[config.mk]
export PLATFORM = sky130hd
export DESIGN_NAME = shift_sequencer
export DESIGN_NICKNAME = d
export VERILOG_FILES = /design/src/rtl/shift_sequencer_pkg.sv /design/src/rtl/shift_sequencer_count.sv /design/src/rtl/shift_sequencer.sv
export SDC_FILE = /design/constraint.sdc
export NUM_CORES = 1
export LEC_CHECK = 0
export ABC_AREA = 1
export BUFFER_PORTS_ARGS = -buffer_cell sky130_fd_sc_hd__buf_2
export CAP_MARGIN = 15
export CORE_MARGIN = 2
export CORE_UTILIZATION = 45
export DETAILED_ROUTE_END_ITERATION = 8
export PLACE_DENSITY_LB_ADDON = 0.3
export SYNTH_ARGS = -nofsm -noshare
export SYNTH_HDL_FRONTEND = slang
export SYNTH_SLANG_ARGS = --single-unit
[constraint.sdc]
create_clock -name clk -period 1.48 [get_ports clk]
set_clock_uncertainty 0.05 [all_clocks]
set_input_delay 0.074 -clock clk [delete_from_list [all_inputs] [get_ports clk]]
set_output_delay 0.074 -clock clk [all_outputs]
set_load 0.01 [all_outputs]
[src/rtl/shift_sequencer_pkg.sv]
// shift_sequencer_pkg: state encoding and count-width helper shared by the shift sequencer
package shift_sequencer_pkg;
  typedef logic [1:0] state_t;
  localparam state_t IDLE  = 2'd0;
  localparam state_t LOAD  = 2'd1;
  localparam state_t SHIFT = 2'd2;
  localparam state_t DONE  = 2'd3;
  function automatic int cnt_width(input int width);
    return $clog2(width + 1);
  endfunction
endpackage

[src/rtl/shift_sequencer_count.sv]
// shift_count: loadable down-counter with a terminal-count flag (count == 1)
module shift_count #(
  parameter int CNT_W = 4
) (
  input  logic             clk,
  input  logic             rst_n,
  input  logic             load,
  input  logic             dec,
  input  logic [CNT_W-1:0] load_val,
  output logic [CNT_W-1:0] count,
  output logic             tc
);
  always_ff @(posedge clk or negedge rst_n)
    if (!rst_n) count <= '0;
    else if (load) count <= load_val;
    else if (dec) count <= count - 1'b1;
  assign tc = count == CNT_W'(1);
endmodule

[src/rtl/shift_sequencer.sv]
// shift_sequencer: command-driven controller that loads, steps and reads back one shift register
module shift_sequencer import shift_sequencer_pkg::*; #(
  parameter int WIDTH = 8,
  parameter int CNT_W = cnt_width(WIDTH)
) (
  input  logic             clk,
  input  logic             rst_n,
  input  logic             cmd_valid,
  output logic             cmd_ready,
  input  logic [WIDTH-1:0] cmd_data,
  input  logic [CNT_W-1:0] cmd_amount,
  input  logic             cmd_dir,
  input  logic             cmd_mode,
  input  logic             cmd_fill,
  output logic             sh_load,
  output logic [WIDTH-1:0] sh_data,
  output logic             sh_shift_en,
  output logic             sh_dir,
  output logic             sh_mode,
  output logic             sh_serial_in,
  input  logic [WIDTH-1:0] sh_data_out,
  input  logic             sh_serial_out,
  output logic             rsp_valid,
  input  logic             rsp_ready,
  output logic [WIDTH-1:0] rsp_data,
  output logic             rsp_last_out,
  output logic             busy
);
  state_t state, state_nxt;
  logic [WIDTH-1:0] data_q;
  logic [CNT_W-1:0] count, eff_amount;
  logic dir_q, mode_q, fill_q, last_q, tc, accept;
  assign cmd_ready = rst_n && state == IDLE;
  assign accept = cmd_valid && cmd_ready;
  assign eff_amount = cmd_amount > CNT_W'(WIDTH) ? CNT_W'(WIDTH) : cmd_amount;
  shift_count #(.CNT_W(CNT_W)) u_count (
    .clk(clk), .rst_n(rst_n), .load(accept), .dec(state == SHIFT),
    .load_val(eff_amount), .count(count), .tc(tc)
  );
  always_comb
    state_nxt = state == IDLE  ? (accept ? LOAD : IDLE) :
                state == LOAD  ? (count != '0 ? SHIFT : DONE) :
                state == SHIFT ? (tc ? DONE : SHIFT) :
                                 (rsp_ready ? IDLE : DONE);
  // last_q clears on accept so a zero-amount command reports 0
  always_ff @(posedge clk or negedge rst_n)
    if (!rst_n) begin
      state  <= IDLE;
      data_q <= '0;
      dir_q  <= 1'b0;
      mode_q <= 1'b0;
      fill_q <= 1'b0;
      last_q <= 1'b0;
    end else begin
      state <= state_nxt;
      if (accept) begin
        data_q <= cmd_data;
        dir_q  <= cmd_dir;
        mode_q <= cmd_mode;
        fill_q <= cmd_fill;
        last_q <= 1'b0;
      end else if (state == SHIFT) last_q <= sh_serial_out;
    end
  assign busy         = state != IDLE;
  assign sh_load      = state == LOAD;
  assign sh_data      = sh_load ? data_q : '0;
  assign sh_shift_en  = state == SHIFT;
  assign sh_dir       = dir_q;
  assign sh_mode      = mode_q;
  assign sh_serial_in = fill_q;
  assign rsp_valid    = state == DONE;
  assign rsp_data     = rsp_valid ? sh_data_out : '0;
  assign rsp_last_out = rsp_valid && last_q;
endmodule

Word-level counts from Yosys, hierarchy flattened
Cells that the tools add are included.
{ "classes": {"addsub": 1, "n_lt_le_gt_ge": 1, "n_eq_ne": 4, "muxes": 14, "n_reduce_logical": 7} }
{ "op_table": {"columns": ["operator", "n"], "rows": [
  ["2-to-1 mux 8 bit", 2],
  ["2-to-1 mux 4 bit", 3],
  ["2-to-1 mux 2 bit", 4],
  ["2-to-1 mux 1 bit", 5],
  ["== test 2 bit (second input constant)", 2],
  ["== test 4 x 1 -> 1 bit (second input constant)", 1],
  ["greater-than comparator 4 bit (second input constant)", 1],
  ["nonzero test 2 bit", 2],
  ["nonzero test 4 bit", 1],
  ["subtractor 4 x 1 -> 4 bit (second input constant)", 1],
  ["logical AND 1 bit", 3],
  ["== test 2 x 1 -> 1 bit (second input constant)", 1],
  ["zero test 2 bit", 1]
]} }
{ "word_totals": {"reg_bits": 18, "input_bits": 28, "out_inout_bits": 25, "elab_cells": 34} }

Logic depth before layout (Yosys ltp)
Gate-level depths: netlist of run 1.
{ "logic_depth": {"word_depth": 5, "ltp_mapped": 7, "depth_no_buf": 7} }

Cells and area by module
From an unflattened synthesis of run 1, not the netlist that was laid out.
{ "unflattened": {"hier_cells": 152, "area_unflattened_um2": 1032.2} }
{ "by_module_without_submodules": {"columns": ["module", "n_inst", "cells_per_inst", "area_per_inst_um2"], "rows": [
  ["shift_sequencer", 1, 121, 785.8],
  ["shift_count", 1, 31, 246.5]
]} }

Worst setup path before layout of run 1
OpenSTA, ideal clock, no wires.
{ "synth_path": {"path_type": "reg2reg", "start": "register state[0]", "end": "register u_count.count[0]", "setup_time_ns": 0.113, "arrival_time_ns": 1.144, "required_ns": 1.317, "setup_slack_ns": 0.173, "stages_incl_launch_ff": 7, "n_path_buf": 0, "synth_period_minus_slack_ns": 1.307, "path_cell_list": "dfrtp_1 nor2_4 inv_1 nor2_1 nand3_1 nand2_1 inv_1"} }
{ "synth_via": {"elab_chain_len": 4} }
{ "synth_lines": {"columns": ["item", "line_no", "rtl"], "rows": [
  ["from (decl)", "shift_sequencer.sv:29", "state_t state, state_nxt;"],
  ["from (signal assigned)", "shift_sequencer.sv:55", "state <= state_nxt;"],
  ["zero test 2 bit *", "shift_sequencer.sv:33", "assign cmd_ready = rst_n && state == IDLE;"],
  ["logical AND 1 bit *", "shift_sequencer.sv:33", null],
  ["net cmd_ready", "shift_sequencer.sv:9", "output logic cmd_ready,"],
  ["logical AND 1 bit *", "shift_sequencer.sv:34", "assign accept = cmd_valid && cmd_ready;"],
  ["2-to-1 mux 4 bit or nonzero test 2 bit (tied branches)", null, null],
  ["to (signal assigned)", "shift_sequencer_count.sv:15", "else if (load) count <= load_val;"],
  ["to (signal assigned)", "shift_sequencer_count.sv:16", "else if (dec) count <= count - 1'b1;"],
  ["to (decl)", "shift_sequencer_count.sv:10", "output logic [CNT_W-1:0] count,"]
]} }
The timed path passes the listed nets; every way through them passes the cells marked *.
A chain may end at the register's enable or synchronous reset.

Worst setup path after layout of run 1
{ "layout_path": {"start": "register state[1]", "end": "register state[0]"} }
{ "layout_via": {"elab_chain_len": 5} }
{ "layout_lines": {"columns": ["item", "line_no", "rtl"], "rows": [
  ["zero test 2 bit", "shift_sequencer.sv:33, shift_sequencer.sv:41", null],
  ["logical AND 1 bit", "shift_sequencer.sv:33", null],
  ["logical AND 1 bit", "shift_sequencer.sv:34", null],
  ["2-to-1 mux 1 bit", "shift_sequencer.sv:41", "state_nxt = state == IDLE ? (accept ? LOAD : IDLE) :"],
  ["2-to-1 mux 2 bit *", "shift_sequencer.sv:41", null],
  ["net state_nxt[0]", "shift_sequencer.sv:29", null]
]} }
Marked as above.

==> impl_metrics.tcl, run 1 <==
set metrics [dict create \
    drcViolationCount 0 \
    final_antenna_net_count 0 \
    placeableCoreArea_um2 2230 \
    place_hpwl_mm 1.96 \
    final.period_utilization 0.979 \
    timing.critical_path.arrival_ps 1650 \
    power_leakage_uw 0.000963 \
    max_slew_margin 0.737 \
    post_drt_wl_per_cell_um 11.5 \
    critical_path.endpoint_type "flip-flop" \
    worst-slew-pin-transition_ps 394 \
    layout.filler_cells 191 \
    synth.avg_cell_area_um2 7.41 \
    synth-seq-area-share 0.419 \
    yosys.cell_count.top_type "sky130_fd_sc_hd__inv_1" \
    final_max_slew_viol_count 0 \
    synth.cells.most_frequent "35 x sky130_fd_sc_hd__inv_1, 33 x sky130_fd_sc_hd__nor2_1, 24 x sky130_fd_sc_hd__nand2_1" \
    comb_power_share 0.552 \
    firstDrtPassIters 4 \
    flow.area_growth_from_synthesis_pct 46.9 \
    p_seq_frac 0.332 \
    cts.sink_count 18 \
    cts_max_path_buffers 2 \
    drive_gt1_frac 0.370 \
    number_of_nets_produced_by_synthesis 176 \
    detail_route.wirelength_mm 2.84 \
    timing.reg2reg.setup_slack_ps 30 \
    globalplace.congestion 0.832 \
    dp_slack_ps 31.5 \
    place.port_buffers 52 \
    clk-insertion-delay-late_ps 300 \
    holdPathStages 5 \
    initial_core_utilization 0.481 \
    grt_first_pass_wirelength_mm 4.22 \
    yosys.cell_types.count 16 \
    drt-initial-drc-count 20 \
    p_int_uw 1510 \
    detailroute.via_count 1160 \
    worstSetupPathType "reg -> reg" \
    post-synth-top-area-fraction 0.419 \
    postSynth.asyncResetShare 1.00 \
    synthCells 145 \
    yosys_warnings 0 \
    setup_repair_after_global_routing_missed_its_margin "true" \
    non_filler_cells_final 247 \
    maxCapViolations 0 \
    floorplan_die_area_um2 2800 \
    synth_largest_area_cell "sky130_fd_sc_hd__dfrtp_1" \
    cts.htree.levels 1 \
    vias_per_cell 4.70 \
    io_pins 53 \
    power_per_standard_cell_area_nw_per_um2 1730 \
    fmax_ghz 0.690 \
    nNetsFinal 251 \
    ff2ff_path_depth 5 \
    cts_tree "yes" \
    chipWidth_um 52.9 \
    vdd_ir_drop_max_v 0.00122 \
    power.switching_fraction 0.449 \
    grt_antenna_before_repair 0 \
    hold_violations 0 \
    post-route-worst-setup-slack_ps 30.7 \
    synth_area_leaders "sky130_fd_sc_hd__dfrtp_1 42%, sky130_fd_sc_hd__inv_1 12%, sky130_fd_sc_hd__nor2_1 12%, sky130_fd_sc_hd__nand2_1 8.4%, sky130_fd_sc_hd__a21oi_2 6.5%" \
    setup_viol 0 \
    grt_pass1_vias 1035 \
    status "complete, no violations" \
    num_rows 17 \
    tritoncts.num_buffers 3 \
    maximum_number_of_pins_on_one_net_before_global_route_repair 28 \
    antennaDiodeCount 0 \
    synthesis.area_um2 1070 \
    final.min_clock_period_ps 1450 \
    global_route.overflow_total 0 \
    critPathMaxFanout 13 \
    worst-endpoint-required_ps 1680 \
    ys_seq_elements 18 \
    number_of_enable_flip_flop_cells_after_synthesis 0 \
    fp.dieH_um 52.9 \
    worst_setup_path_start_kind "flip-flop" \
    power.share.clock 0.116 \
    synthFlopType "sky130_fd_sc_hd__dfrtp_1" \
    net-switching-power_uw 1230 \
    grt_use_total 0.208 \
    clock_slew_at_the_register_clock_pins_of_the_worst_setup_and_hold_paths_ps 110 \
    hold_class "in -> reg" \
    place_inst 225 \
    root_buffer "sky130_fd_sc_hd__clkbuf_4" \
]
==> placed cells by master (no fill, tap or decap) <==
cell	n
sky130_fd_sc_hd__nand3_1	10
sky130_fd_sc_hd__inv_1	34
sky130_fd_sc_hd__nor2_1	31
sky130_fd_sc_hd__buf_4	5
sky130_fd_sc_hd__nand3_2	1
sky130_fd_sc_hd__a21oi_2	8
sky130_fd_sc_hd__dlygate4sd3_1	14
sky130_fd_sc_hd__nand3_4	1
sky130_fd_sc_hd__dfrtp_1	16
sky130_fd_sc_hd__nor2_4	2
sky130_fd_sc_hd__inv_2	1
sky130_fd_sc_hd__o21ai_1	1
sky130_fd_sc_hd__a31oi_1	1
sky130_fd_sc_hd__or2_2	1
sky130_fd_sc_hd__nor2_2	2
sky130_fd_sc_hd__nand2_1	24
sky130_fd_sc_hd__dfrtp_2	2
sky130_fd_sc_hd__clkbuf_8	1
sky130_fd_sc_hd__o21ai_2	2
sky130_fd_sc_hd__o21ai_0	1
sky130_fd_sc_hd__nand4_1	3
sky130_fd_sc_hd__buf_2	52
sky130_fd_sc_hd__clkbuf_4	3
sky130_fd_sc_hd__ha_1	3
==> state kept, by name, summed over array words and instances, names as in the netlist <==
register,count
state,2
data_q,8
sh_mode,1
sh_serial_in,1
last_q,1
sh_dir,1
u_count.count,4
==> cells by family (layout without fill, tap and decap cells) <==
| logic type | count (synthesis) | in the layout | share of synthesized area |
|---|---|---|---|
| buf+inv | 37 | 110 | 0.143 |
| flops | 18 | 18 | 0.419 |
| simple gates | 74 | 75 | 0.306 |
| fa+ha+maj | 3 | 3 | 0.0349 |
| compound gates | 13 | 13 | 0.0966 |
==> power groups by stage <==
stage	sequential (uW)	combinational [uW]	clock [uW]
after global placement	913	1300	0
final	909	1510	316
after detailed placement	920	1350	0
after CTS	905	1420	318
after floorplan	909	940	0
after global routing	938	1690	340
==> cell type report <==
type / count / area (um^2) / area share
clock buffers: 4 / 36.3 / 0.0230
inverters: 35 / 131 / 0.0832
multi-input cells: 91 / 485 / 0.307
well taps: 28 / 35.0 / 0.0222
repair buffers: 71 / 438 / 0.277
flip-flops and latches: 18 / 453 / 0.287
==> routing by layer <==
layer | part of all wire | up-vias | GRT usage | wire length, um
met4 | 0.018 | 0 | 0.103 | 51
met5 | 0 | - | 0 | 0
met1 | 0.42 | 523 | 0.243 | 1190
li1 | - | 584 | - | -
met2 | 0.50 | 48 | 0.375 | 1420
met3 | 0.064 | 5 | 0.0198 | 181
==> worst paths after layout <==
check	to	start
worst max-delay path	state[0]	state[1]
worst min-delay path	u_count.count[0]	cmd_amount[0]
worst max register to register	state[0]	state[1]
worst min register to register	sh_mode	sh_mode
max in group asynchronous	state[1]	rst_n
min in group asynchronous	data_q[0]	rst_n
==> per-stage QoR <==
| stage | cell area, um^2 | power (uW) | setup TNS (ps) | util | hold WS [ps] |
|---|---|---|---|---|---|
| 2_1_floorplan | 1070 | 1850 | 0 | - | -272 |
| 3_3_place_gp | 1360 | 2210 | 0 | 0.610 | -122 |
| 3_5_place_dp | 1360 | 2270 | 0 | 0.610 | -124 |
| 4_1_cts | 1550 | 2640 | 0 | 0.694 | 33.1 |
| 5_1_grt | 1580 | 2970 | -327 | 0.707 | 51.1 |
| 6_report | 1580 | 2730 | 0 | 0.707 | 24.9 |
==> what timing repair did <==
item | 4_1_cts | 5_1_grt
gates resized for setup | 2 | 3
buffers inserted | 1 | 2
cloned | 0 | 1
setup endpoints to repair | 14 | 27
hold endpoints to repair | 31 | 0
hold buffers | 14 | 0
pin swaps | 0 | 2
==> worst max-delay path: stages, from the launching register on <==
cell	delay, ps
sky130_fd_sc_hd__dfrtp_2	470
sky130_fd_sc_hd__nor2_4	200
sky130_fd_sc_hd__nand3_2	350
sky130_fd_sc_hd__nand2_1	190
sky130_fd_sc_hd__inv_1	60
sky130_fd_sc_hd__nand2_1	60
Power figures use the tool's default switching activity.
==> inputs of run 2 (changes only) <==
--- a/config.mk
+++ b/config.mk
@@ -5,11 +5,10 @@
 export SDC_FILE = /design/constraint.sdc
 export NUM_CORES = 1
 export LEC_CHECK = 0
-export ABC_AREA = 1
 export BUFFER_PORTS_ARGS = -buffer_cell sky130_fd_sc_hd__buf_2
 export CAP_MARGIN = 15
 export CORE_MARGIN = 2
-export CORE_UTILIZATION = 45
+export CORE_UTILIZATION = 44
 export DETAILED_ROUTE_END_ITERATION = 8
 export PLACE_DENSITY_LB_ADDON = 0.3
 export SYNTH_ARGS = -nofsm -noshare
==> impl_metrics.tcl, run 2 <==
set metrics [dict create \
    power_leakage_uw 0.000876 \
    antennaDiodeCount 0 \
    cts_max_path_buffers 2 \
    setup_viol 0 \
    ys_seq_elements 18 \
    firstDrtPassIters 4 \
    critical_path.endpoint "sh_shift_en" \
    number_of_nets_produced_by_synthesis 146 \
    postSynth.asyncResetShare 1.00 \
    vias_per_cell 4.82 \
    chipWidth_um 51.4 \
    nNetsFinal 221 \
    cts.htree.levels 1 \
    largest-register "data_q" \
    fp.dieH_um 51.4 \
    largest_reg_flops 8 \
    critical_path.startpoint "state[0]" \
    place_hpwl_mm 1.80 \
    synth.cells.most_frequent "37 x sky130_fd_sc_hd__nand2_1, 18 x sky130_fd_sc_hd__dfrtp_1, 9 x sky130_fd_sc_hd__and2_1, 9 x sky130_fd_sc_hd__and3_1" \
    grt_first_pass_wirelength_mm 4.40 \
    yosys.cell_count.top_type "sky130_fd_sc_hd__nand2_1" \
    path_cells "nand2b_1, inv_4, buf_2" \
    worst_setup_path_start_kind "flip-flop" \
    cts.sink_count 18 \
    final_max_slew_viol_count 0 \
    placeableCoreArea_um2 2170 \
    drcViolationCount 0 \
    post-synth-top-area-fraction 0.455 \
    worst-endpoint-required_ps 1360 \
    critPathMaxFanout 9 \
    yosys_warnings 0 \
    layout_commonest_cell "sky130_fd_sc_hd__buf_2" \
    detail_route.wirelength_mm 2.79 \
    postPlaceCellArea_um2 1290 \
    timing.reg2reg.setup_slack_ps 110 \
    grt_pass1_vias 1054 \
    global_route.overflow_total 0 \
    hold_class "in -> reg" \
    setup_repair_after_global_routing_missed_its_margin "true" \
    grt_use_total 0.223 \
    fin_util 0.734 \
    worst_r2r_startpoint "state[0]" \
    max_slew_margin 0.748 \
    clk-insertion-delay-late_ps 280 \
    synthFlopType "sky130_fd_sc_hd__dfrtp_1" \
    largest_regs "data_q: 8 flops, u_count.count: 4 flops, state: 2 flops" \
    timing.critical_path.arrival_ps 1330 \
    drive_gt1_frac 0.413 \
    final.period_utilization 0.982 \
    final_instance_area_um2 1590 \
    initial_core_utilization 0.456 \
    final.min_clock_period_ps 1450 \
    flow.area_growth_from_synthesis_pct 60.8 \
    tritoncts.num_buffers 3 \
    detailroute.via_count 1046 \
    commonest_cells_after_routing_fill_and_taps_aside "47 x sky130_fd_sc_hd__buf_2, 37 x sky130_fd_sc_hd__nand2_1, 17 x sky130_fd_sc_hd__dfrtp_1" \
    floorplan_die_area_um2 2640 \
    power_per_standard_cell_area_nw_per_um2 1630 \
    status "complete, no violations" \
    synth-seq-area-share 0.455 \
    fmax_ghz 0.688 \
    number_of_enable_flip_flop_cells_after_synthesis 0 \
    cts_tree "yes" \
    synth_largest_area_cell "sky130_fd_sc_hd__dfrtp_1" \
    r2r-end "state[0]" \
    io_pins 53 \
    root_buffer "sky130_fd_sc_hd__clkbuf_4" \
    synthesis.area_um2 990 \
    slowest_delay_ps 440 \
    critical_path.endpoint_type "output port" \
    post_drt_wl_per_cell_um 12.9 \
    clock_slew_at_the_register_clock_pins_of_the_worst_setup_and_hold_paths_ps 100 \
    worst-slew-pin-transition_ps 378 \
    vdd_ir_drop_max_v 0.00100 \
    globalplace.congestion 0.811 \
    crit_slowest_cell "sky130_fd_sc_hd__dfrtp_1" \
    maximum_number_of_pins_on_one_net_before_global_route_repair 19 \
    maxCapViolations 0 \
    ff2ff_path_depth 4 \
    place.port_buffers 52 \
    synth_area_leaders "sky130_fd_sc_hd__dfrtp_1 46%, sky130_fd_sc_hd__nand2_1 14%, sky130_fd_sc_hd__and2_1 5.7%, sky130_fd_sc_hd__and3_1 5.7%, sky130_fd_sc_hd__ha_1 3.8%" \
    grt_antenna_before_repair 0 \
    final_antenna_net_count 0 \
    num_rows 17 \
    yosys.cell_types.count 30 \
    drt-initial-drc-count 18 \
    synth.avg_cell_area_um2 8.61 \
    hold_violations 0 \
    worstSetupPathType "reg -> out" \
    synthCells 115 \
]
[run 2: changes by cell type in the layout (fill, tap and decap cells not counted), moves of 4 or more]
cell                      before  now
sky130_fd_sc_hd__a21oi_2       8    0
sky130_fd_sc_hd__and2_1        0    9
sky130_fd_sc_hd__and3_1        0    4
sky130_fd_sc_hd__and3_4        0    5
sky130_fd_sc_hd__buf_2        52   47
sky130_fd_sc_hd__buf_6         0    8
sky130_fd_sc_hd__inv_1        34    4
sky130_fd_sc_hd__nand2_1      24   37
sky130_fd_sc_hd__nand3_1      10    4
sky130_fd_sc_hd__nor2_1       31    0
[run 2: through the flow]
stage | total power, uW | setup TNS, ps | setup WS, ps | hold WS (ps) | cells
floorplan | 1710 | 0 | 247 | -272 | 115
global route | 2830 | -114 | -64.3 | 45.2 | 217
detailed placement | 2030 | 0 | 169 | -138 | 194
CTS | 2390 | 0 | 3.25 | 20.7 | 213
finish | 2590 | 0 | 26.2 | 19.5 | 217
global placement | 1970 | 0 | 215 | -142 | 194
[run 2: worst min path at each step]
stage,start,endpoint,cells past startpoint
final,cmd_amount[1],u_count.count[1],3
after global routing,cmd_amount[1],u_count.count[1],3
after CTS,cmd_amount[1],u_count.count[1],3
after detailed placement,rst_n,state[1],1
after global placement,rst_n,state[1],1
after floorplan,rst_n,data_q[0],0
[run 2: layer usage]
metal	global-route usage	wire, um	vias up
li1	-	-	528
met1	0.259	1160	471
met2	0.412	1440	45
met3	0.0439	182	2
met4	0.0570	13	0
met5	0	0	-
[run 2: layout make-up]
cell class / count / area (um^2)
Sequential cell: 18 / 452
Fill cell: 161 / 578
Timing Repair Buffer: 77 / 541
Multi-Input combinational cell: 85 / 507
Clock buffer: 4 / 36.3
Tap cell: 28 / 35.0
Inverter: 5 / 21.3
[run 2: repair_timing]
item / 4_1_cts / 5_1_grt
buffers inserted: 0 / 4
endpoints found under the hold margin: 32 / 0
pin swaps: 0 / 0
resized for setup: 3 / 16
endpoints found under the setup margin: 8 / 9
hold buffers: 15 / 0
[run 2: cell families after synthesis]
group                    share of synthesized area
AND/OR/NAND/NOR                              0.377
AO/OA/AOI/OAI                               0.0544
adder cells (fa/ha/maj)                     0.0379
flip-flops                                   0.455
buffers and inverters                       0.0759
[run 2: power by group]
group | total, uW | internal, uW | switching [uW]
logic | 1380 | 689 | 692
registers | 912 | 744 | 167
clock network | 295 | 150 | 146
total | 2590 | 1580 | 1000
[run 2: worst max-delay path: cells and delay by family, from the launching register on]
kind          cells  cell delay [ps]
simple gates      1              330
flops             1              440
buf+inv           2              280
==> inputs of run 3 (changes only) <==
--- a/config.mk
+++ b/config.mk
@@ -5,10 +5,13 @@
 export SDC_FILE = /design/constraint.sdc
 export NUM_CORES = 1
 export LEC_CHECK = 0
+export ABC_AREA = 1
 export BUFFER_PORTS_ARGS = -buffer_cell sky130_fd_sc_hd__buf_2
 export CAP_MARGIN = 15
+export CELL_PAD_IN_SITES_DETAIL_PLACEMENT = 1
+export CELL_PAD_IN_SITES_GLOBAL_PLACEMENT = 2
 export CORE_MARGIN = 2
-export CORE_UTILIZATION = 44
+export CORE_UTILIZATION = 23
 export DETAILED_ROUTE_END_ITERATION = 8
 export PLACE_DENSITY_LB_ADDON = 0.3
 export SYNTH_ARGS = -nofsm -noshare
==> impl_metrics.tcl, run 3 (synthesis results as in run 1) <==
set metrics [dict create \
    status "complete, no violations" \
    power.share.clock 0.144 \
    setup_total_negative_slack_ps 0 \
    layout.filler_cells 564 \
    power_leakage_uw 0.000924 \
    maxCapViolations 0 \
    initial_core_utilization 0.243 \
    floorplan_die_area_um2 5240 \
    vdd_ir_drop_max_v 0.000618 \
    drcViolationCount 0 \
    firstDrtPassIters 2 \
    hold_violations 0 \
    timing.critical_path.arrival_ps 1210 \
    post_drt_wl_per_cell_um 11.4 \
    final_max_slew_viol_count 0 \
    grt_antenna_before_repair 0 \
    maximum_number_of_pins_on_one_net_before_global_route_repair 28 \
    worst-endpoint-required_ps 1360 \
    vias_per_cell 4.25 \
    num_rows 24 \
    largest-register "data_q" \
    comb_power_share 0.528 \
    largest_reg_flops 8 \
    final_antenna_net_count 0 \
    place_inst 249 \
    placeableCoreArea_um2 4410 \
    power.switching_fraction 0.431 \
    final.period_utilization 0.905 \
    max_slew_margin 0.790 \
    critical_path.endpoint_type "output port" \
    cts_max_path_buffers 2 \
    hold_class "in -> reg" \
    setup_repair_after_global_routing_missed_its_margin "true" \
    root_buffer "sky130_fd_sc_hd__clkbuf_8" \
    grt_pass1_vias 1161 \
    setup_viol 0 \
    chipWidth_um 72.4 \
    worst_setup_path_start_kind "flip-flop" \
    globalplace.congestion 0.792 \
    io_pins 53 \
    cts.htree.levels 1 \
    global_route.overflow_total 0 \
    critPathMaxFanout 10 \
    cts.sink_count 18 \
    grt_first_pass_wirelength_mm 5.04 \
    clk-insertion-delay-late_ps 250 \
    worst-slew-pin-transition_ps 315 \
    drive_gt1_frac 0.379 \
    p_seq_frac 0.329 \
    worstSetupPathType "reg -> out" \
    detailroute.via_count 1097 \
    clock_slew_at_the_register_clock_pins_of_the_worst_setup_and_hold_paths_ps 70 \
    place_hpwl_mm 2.40 \
    power_per_standard_cell_area_nw_per_um2 1830 \
    drt-initial-drc-count 7 \
    antennaDiodeCount 0 \
    detail_route.wirelength_mm 2.93 \
    fmax_ghz 0.747 \
    final.min_clock_period_ps 1340 \
    flow.area_growth_from_synthesis_pct 40.7 \
    layout_commonest_cell "sky130_fd_sc_hd__buf_2" \
    place.port_buffers 52 \
    p_int_uw 1570 \
    cts_tree "yes" \
    non_filler_cells_final 258 \
    tritoncts.num_buffers 3 \
    nNetsFinal 238 \
    commonest_cells_after_routing_fill_and_taps_aside "51 x sky130_fd_sc_hd__buf_2, 34 x sky130_fd_sc_hd__inv_1, 32 x sky130_fd_sc_hd__nor2_1" \
    largest_regs "data_q: 8 flops, u_count.count: 4 flops, state: 2 flops" \
    fp.dieH_um 72.4 \
    net-switching-power_uw 1190 \
    grt_use_total 0.121 \
]
-- run 3: cell types whose count changed in the layout (fill, tap and decap cells not counted), moves of 4 or more --
cell / change
sky130_fd_sc_hd__a21oi_2: +8
sky130_fd_sc_hd__and2_1: -9
sky130_fd_sc_hd__and3_1: -4
sky130_fd_sc_hd__and3_4: -5
sky130_fd_sc_hd__buf_2: +4
sky130_fd_sc_hd__buf_6: -8
sky130_fd_sc_hd__dlygate4sd3_1: -12
sky130_fd_sc_hd__inv_1: +30
sky130_fd_sc_hd__nand2_1: -13
sky130_fd_sc_hd__nand3_1: +6
sky130_fd_sc_hd__nor2_1: +32
-- run 3: worst max-delay path, cell delays in order, from the launching register on --
cell and delay, ps:
sky130_fd_sc_hd__dfrtp_2 440, sky130_fd_sc_hd__nand2_1 230, sky130_fd_sc_hd__nor2_1 160, sky130_fd_sc_hd__buf_2 150
-- run 3: final timing paths --
path                               startpoint  slack (ps)  cells past startpoint           end
min in group asynchronous               rst_n         160                      2        sh_dir
worst max register to register       state[1]         140                      6        last_q
max in group asynchronous               rst_n         800                      3      state[1]
worst min-delay path            sh_serial_out           7                      3        last_q
worst max-delay path                 state[1]         140                      3  rsp_last_out
worst min register to register        sh_mode         440                      2       sh_mode
-- run 3: layout make-up --
class | instances | area, um^2 | area share
tap | 52 | 65.1 | 0.0430
clock buffer | 4 | 55.1 | 0.0364
sequential | 18 | 453 | 0.299
inverter | 35 | 131 | 0.0868
timing repair buffer | 59 | 335 | 0.222
multi-input combinational | 90 | 473 | 0.313
-- run 3: what timing repair did --
| item | 4_1_cts | 5_1_grt |
|---|---|---|
| endpoints found under the hold margin | 9 | 1 |
| gates resized for setup | 1 | 5 |
| pin swaps | 0 | 1 |
| hold buffers | 2 | 1 |
| setup buffers | 0 | 2 |
| endpoints found under the setup margin | 9 | 18 |
-- run 3: power groups by stage --
stage | Clock [uW] | Sequential, uW | Combinational (uW)
2_1_floorplan | 0 | 909 | 940
5_1_grt | 435 | 951 | 1670
3_5_place_dp | 0 | 918 | 1420
4_1_cts | 413 | 915 | 1430
3_3_place_gp | 0 | 917 | 1370
6_report | 397 | 908 | 1460
-- run 3: per-layer routing --
metal  GRT usage  up-vias  share of wire
met5           0        -              0
met1       0.145      500           0.44
met2       0.214       39           0.48
li1            -      556              -
met4      0.0377        0         0.0082
met3      0.0264        2          0.074
-- run 3: through the flow --
step                      hold WS [ps]   util  worst slack (ps)  area [um^2]  total power [uW]
after floorplan                   -272      -               173         1070              1850
after global placement           -61.3  0.318               198         1410              2290
after detailed placement         -61.7  0.318               161         1410              2340
after CTS                         3.77  0.336              17.8         1480              2760
after global routing              20.7  0.343              6.90         1510              3050
final                             6.71  0.343               141         1510              2760
